**src/rtl/uart_rx.sv**
```systemverilog
// 8N1 UART receiver: 2-flop synchroniser, mid-bit sampling FSM, small byte FIFO with valid/ready pop.
// Byte is pushed on the stop-sample edge; sticky frame/overrun flags with synchronous clear.
module uart_rx #(
  parameter int CLKS_PER_BIT = 1085,
  parameter int FIFO_DEPTH   = 4
) (
  input  logic       clk,
  input  logic       rst,
  input  logic       rx,
  output logic [7:0] rd_data,
  output logic       rd_valid,
  input  logic       rd_ready,
  output logic       frame_err,
  output logic       overrun,
  input  logic       clr_err,
  output logic       busy
);

  localparam int AW = $clog2(FIFO_DEPTH);
  localparam int CW = $clog2(CLKS_PER_BIT);
  localparam logic [CW-1:0] CNT_LAST = CW'(CLKS_PER_BIT - 1);
  localparam logic [CW-1:0] CNT_HALF = CW'(CLKS_PER_BIT / 2 - 1);

  localparam logic [1:0] ST_IDLE  = 2'd0;
  localparam logic [1:0] ST_START = 2'd1;
  localparam logic [1:0] ST_DATA  = 2'd2;
  localparam logic [1:0] ST_STOP  = 2'd3;

  logic          sync1_q, rx_s_q, rx_d_q;
  logic          fall;
  logic [1:0]    state_q, state_d;
  logic [CW-1:0] cnt_q, cnt_d;
  logic [2:0]    bit_idx_q, bit_idx_d;
  logic [7:0]    shreg_q, shreg_d;
  logic [AW:0]   wr_ptr_q, wr_ptr_d, rd_ptr_q, rd_ptr_d;
  logic          frame_err_q, frame_err_d, overrun_q, overrun_d;
  logic [7:0]    mem [FIFO_DEPTH];

  logic empty, full, pop, push, stop_done, good_byte, drop, ferr_evt;

  // Synchroniser flops reset high so a released reset never looks like a start edge.
  always_ff @(posedge clk or negedge rst) begin
    if (!rst) begin
      sync1_q <= 1'b1;
      rx_s_q  <= 1'b1;
      rx_d_q  <= 1'b1;
    end else begin
      sync1_q <= rx;
      rx_s_q  <= sync1_q;
      rx_d_q  <= rx_s_q;
    end
  end

  assign fall = rx_d_q & ~rx_s_q;

  assign empty = (wr_ptr_q == rd_ptr_q);
  assign full  = (wr_ptr_q[AW-1:0] == rd_ptr_q[AW-1:0]) && (wr_ptr_q[AW] != rd_ptr_q[AW]);
  assign pop   = ~empty & rd_ready;

  assign stop_done = (state_q == ST_STOP) && (cnt_q == CNT_LAST);
  assign good_byte = stop_done & rx_s_q;
  // A pop on the same edge frees a slot, so a full FIFO still accepts the byte.
  assign push      = good_byte & (~full | pop);
  assign drop      = good_byte & full & ~pop;
  assign ferr_evt  = stop_done & ~rx_s_q;

  always_comb begin
    state_d   = state_q;
    cnt_d     = cnt_q;
    bit_idx_d = bit_idx_q;
    shreg_d   = shreg_q;
    case (state_q)
      ST_IDLE: begin
        if (fall) begin
          state_d = ST_START;
          cnt_d   = '0;
        end
      end
      ST_START: begin
        if (cnt_q == CNT_HALF) begin
          cnt_d = '0;
          if (!rx_s_q) begin
            state_d   = ST_DATA;
            bit_idx_d = 3'd0;
          end else begin
            state_d = ST_IDLE;
          end
        end else begin
          cnt_d = cnt_q + CW'(1);
        end
      end
      ST_DATA: begin
        if (cnt_q == CNT_LAST) begin
          shreg_d = {rx_s_q, shreg_q[7:1]};
          cnt_d   = '0;
          if (bit_idx_q == 3'd7) begin
            state_d = ST_STOP;
          end else begin
            bit_idx_d = bit_idx_q + 3'd1;
          end
        end else begin
          cnt_d = cnt_q + CW'(1);
        end
      end
      ST_STOP: begin
        if (cnt_q == CNT_LAST) begin
          state_d = ST_IDLE;
          cnt_d   = '0;
        end else begin
          cnt_d = cnt_q + CW'(1);
        end
      end
      default: begin
        state_d = ST_IDLE;
        cnt_d   = '0;
      end
    endcase
  end

  always_comb begin
    wr_ptr_d = wr_ptr_q;
    rd_ptr_d = rd_ptr_q;
    if (push) wr_ptr_d = wr_ptr_q + (AW+1)'(1);
    if (pop)  rd_ptr_d = rd_ptr_q + (AW+1)'(1);
  end

  // Set takes priority over a simultaneous clear.
  assign frame_err_d = (frame_err_q & ~clr_err) | ferr_evt;
  assign overrun_d   = (overrun_q & ~clr_err) | drop;

  always_ff @(posedge clk or negedge rst) begin
    if (!rst) begin
      state_q     <= ST_IDLE;
      cnt_q       <= '0;
      bit_idx_q   <= 3'd0;
      shreg_q     <= 8'd0;
      wr_ptr_q    <= '0;
      rd_ptr_q    <= '0;
      frame_err_q <= 1'b0;
      overrun_q   <= 1'b0;
    end else begin
      state_q     <= state_d;
      cnt_q       <= cnt_d;
      bit_idx_q   <= bit_idx_d;
      shreg_q     <= shreg_d;
      wr_ptr_q    <= wr_ptr_d;
      rd_ptr_q    <= rd_ptr_d;
      frame_err_q <= frame_err_d;
      overrun_q   <= overrun_d;
    end
  end

  always_ff @(posedge clk) begin
    if (push) mem[wr_ptr_q[AW-1:0]] <= shreg_q;
  end

  assign rd_valid  = ~empty;
  assign rd_data   = rd_valid ? mem[rd_ptr_q[AW-1:0]] : 8'd0;
  assign frame_err = frame_err_q;
  assign overrun   = overrun_q;
  assign busy      = (state_q != ST_IDLE);

endmodule
```
**config.mk**
```make
export PLATFORM = sky130hd
export DESIGN_NAME = uart_rx
export DESIGN_NICKNAME = d
export VERILOG_FILES = /design/src/rtl/uart_rx.sv
export SDC_FILE = /design/constraint.sdc
export NUM_CORES = 1
export LEC_CHECK = 0
export BUFFER_PORTS_ARGS = -buffer_cell sky130_fd_sc_hd__buf_2
export CAP_MARGIN = 10
export CORE_UTILIZATION = 60
export DETAILED_ROUTE_END_ITERATION = 12
export PLACE_DENSITY_LB_ADDON = 0.08
export SYNTH_ARGS = -nofsm -noshare
export SYNTH_HDL_FRONTEND = slang
export SYNTH_SLANG_ARGS = --single-unit
```
**constraint.sdc**
```tcl
create_clock -name clk -period 4.95 [get_ports clk]
set_input_delay 0.2475 -clock clk [delete_from_list [all_inputs] [get_ports clk]]
set_output_delay 0.2475 -clock clk [all_outputs]
set_load 0.1 [all_outputs]
```
==> results <==
- After clock tree synthesis, the clock-pin slew on the worst setup and hold paths is 0.07 ns.
- The number of DRC markers after the initial detailed-route iteration is 115.
- The total global routing track utilization is 0.217.
- In this run the worst hold path is classified as in2reg.
- At the pin with the least slew margin, the transition time is 0.750 ns.
- The average detailed-routed wire length per instance is 16.3 µm.
- The data arrival time of the worst path is 2.37 ns.
- Along the worst hold path, the cell count comes to 1.
- Summed over all nets, the half-perimeter wirelength after detailed placement is 3.44 mm.
- Setup repair after global routing left no endpoint under its margin.
- Traced cell by cell, the critical path runs through xor2_1 > or2_1 > nand2b_1 > and2_1 > buf_2.
- The final-report hold violation count is 0.
- Compared with the post-synthesis result, the final layout area differs by 12.5%.
- For this run, global-route usage on met3 was measured as 0.0542.
- After detailed routing, the number of remaining DRC violations is 0.
- In the final design database the tool counted 246 nets.
- Static timing analysis puts the maximum clock frequency at 382 MHz.
- The global-route wire length before repair is 8.33 mm.
- After layout, the worst setup slack is 2.33 ns.
- The sort of element at the end of the critical path is an output port.
- The number of gates given a new drive strength after cts is 0.
- The antenna diode instance count is 0.
- The total of endpoints with negative setup slack in the final report is 0.
- At the end of routability-driven placement, the weighted congestion stood at 0.915.
- The max-slew violation total from the final report is 0.
- Counting every instance in the synthesized netlist gives 207.
- The deepest clock path buffer count is 2.
- The number of global-route vias before repair was 1725.
- The global-route track usage on met2 is 0.362.
- TritonCTS built the clock tree.
- The worst relative slew slack is 0.500.
- The placeable core region is 4720 µm².
- On the critical path, the stage with the largest delay is an instance of dfrtp_1.
- The floorplan step set the die height to 72.1 µm.
- Input and output buffers added on the ports amount to 16.
- The part of the Yosys area used for sequential elements is 0.624.
- The initial utilization of the core area, before any placement, comes to 0.625.
- The final layout contains routed wiring with a total length of 4.95 mm.
- Synthesis produced a netlist with a net count of 222.
- The cell area that synthesis handed to floorplanning was 2950 µm².
- The H-tree was split into 3 levels.
- A synthesized cell averages 14.3 µm².
- The initial antenna violation count is 0.
- The flop and latch count out of synthesis is 67.
- For this run, the detailed router's first-pass iteration total came to 4.
- The overflow left after global routing is 0.
- The maximum fanout along the worst path is 11.
- The tightest hold margin is 0.0214 ns.
- The share of layout cells above drive strength 1 is 0.216.
- The analysis attributes to cell leakage a power of 1.49 nW.
- Power spread over the standard cell area amounts to 436 nW/µm².
- The final clock period utilization by the worst path is 0.529.
- Across all register-to-register paths, the minimum setup slack is 2.50 ns.
- The die footprint is 5200 µm².
- The final sum of negative setup slack is 0 ns.
- At the later pin of the worst-skew pair, clock insertion delay measures 0.33 ns.
- The number of buffers added by the clock tree synthesis step is 9.
- Subtracting the final worst setup slack from the clock period gives 2.62 ns.
- STA classifies the critical path startpoint as a register.
- The routing usage on met1 is 0.280.
- The count of hold-fix buffers inserted at cts is 1.
- The number of sinks on the clock net is 67.
- The post-place setup slack is 2.49 ns.
- The class of the most critical setup path is reg2out.
- The per-cell via count in the routed design is 5.74.
- Measured along the x axis, the die boundary spans 72.1 µm.
- Counting tap cells, the placed design contains a total of 286 instances.
- Across the run, the number of max-cap violations was 0.
- The largest single stage delay on the critical path is 0.75 ns.
- The worst vdd rail ir drop is 0.000258 V.
- Data on the critical path is required at its endpoint by 4.70 ns.
- The number of warnings issued by yosys is 0.
- The routed layout has 1738 vias.
- Total power for the finished layout comes to 0.00145 W.
- The setup skew after layout is 0.00808 ns.
- After synthesis, the netlist uses 42 different library cells.
- The post-layout instance count excluding filler cells is 303.
- The cell chosen for the clock root is clkbuf_8.
- The run finished with clean final reports.
- The depth of the worst register-to-register path is 4.
- Once detail routing completed, the nets flagged for antenna violations numbered 0.
- The floorplan has 25 rows.
- The layer with the highest usage after global routing is met2.
- In this run the count of I/O pins placed on the die edge is 17.
- The number of buffers added for setup after CTS is 0.
- The pin count of the biggest net entering global routing is 36.
==> flip-flops by register name (all words and copies together), names as in the netlist, named ones only <==
| name | flops |
|---|---|
| state_q | 1 |
| cnt_q | 11 |
| sync1_q | 1 |
| rd_ptr_q | 3 |
| mem | 32 |
| overrun | 1 |
| shreg_q | 8 |
| rx_s_q | 1 |
| frame_err | 1 |
| wr_ptr_q | 3 |
| rx_d_q | 1 |
| bit_idx_q | 3 |
==> placed cells by master, fill, tap and decap left out, types with 7 or more instances in the layout <==
| cell type | Yosys | layout |
|---|---|---|
| a31oi_1 | 9 | 9 |
| and2_1 | 12 | 12 |
| buf_2 | 1 | 16 |
| clkbuf_8 | 0 | 9 |
| dfrtp_1 | 32 | 32 |
| edfxtp_1 | 32 | 32 |
| ha_1 | 10 | 10 |
| inv_1 | 7 | 7 |
| mux2_1 | 9 | 9 |
| mux4_2 | 8 | 8 |
| nand2_1 | 17 | 17 |
==> cell usage after synthesis (all sizes together) <==
library cell | instances | area (µm²)
dfrtp | 32 | 801
dfstp | 3 | 78.8
or2 | 2 | 12.5
nor2 | 5 | 21.3
xor2 | 6 | 52.6
nand2b | 2 | 12.5
and4 | 1 | 8.76
a21o | 2 | 15.0
or3 | 1 | 11.3
a22o | 5 | 43.8
a31oi | 9 | 56.3
a41oi | 2 | 17.5
inv | 8 | 30.0
clkbuf | 4 | 15.0
or4 | 1 | 11.3
buf | 1 | 5.00
o41ai | 1 | 8.76
nand3 | 4 | 20.0
xnor2 | 4 | 35.0
and3 | 2 | 12.5
o21ai | 3 | 15.0
and2 | 13 | 82.6
nor3 | 4 | 31.3
mux4 | 8 | 180
nand4b | 1 | 8.76
nand2 | 17 | 63.8
o22ai | 4 | 25.0
nor4 | 3 | 40.0
mux2 | 10 | 113
a21oi | 6 | 30.0
edfxtp | 32 | 961
ha | 10 | 125
nand3b | 1 | 7.51
==> routing by layer <==
metal,up-vias,share of wire
met5,-,0
met4,0,0.0057
met3,5,0.034
met2,40,0.51
met1,868,0.45
li1,825,-
==> area by class of cell <==
| type | instances | area [µm²] |
|---|---|---|
| Sequential cell | 67 | 1840 |
| Fill cell | 320 | 1400 |
| Multi-Input combinational cell | 127 | 1060 |
| Clock buffer | 11 | 131 |
| Timing Repair Buffer | 18 | 97.6 |
| Tap cell | 67 | 83.8 |
| Clock inverter | 5 | 77.6 |
| Inverter | 8 | 30.0 |
==> worst max-delay path: cells and delay by family, from the launching register on <==
kind                      cells  cell delay (ns)
and+or+nand+nor               3             0.63
DFF                           1             0.75
buffers and inverters         1             0.42
xor gates and xnor gates      1             0.23
==> per-stage QoR <==
stage | util | area, µm²
after CTS | 0.703 | 3320
final | 0.703 | 3320
after floorplan | - | 2950
after global placement | 0.657 | 3100
after detailed placement | 0.657 | 3100
after global routing | 0.703 | 3320
==> power breakdown <==
part,switching [W],internal (W),total (W),leakage (nW)
registers,0.0000859,0.000614,0.000700,0.827
logic,0.000168,0.000103,0.000270,0.558
clock network,0.000196,0.000282,0.000479,0.105
==> worst paths after layout <==
path | start | end
max in group asynchronous | rst | state_q[0]
min reg2reg | sync1_q | rx_s_q
max | rd_ptr_q[0] | rd_data[3]
min | rx | sync1_q
max reg2reg | cnt_q[6] | mem[1][1]
min in group asynchronous | rst | rd_ptr_q[2]
==> logic make-up after synthesis <==
family | Yosys count | share of synthesized area
adders and majority gates | 10 | 0.0424
AOI/OAI and AO/OA | 32 | 0.0716
DFF | 67 | 0.624
buffers and inverters | 13 | 0.0170
muxes | 18 | 0.0992
xor gates and xnor gates | 10 | 0.0297
and+or+nand+nor | 57 | 0.117
(Power assumes the default switching activity.)
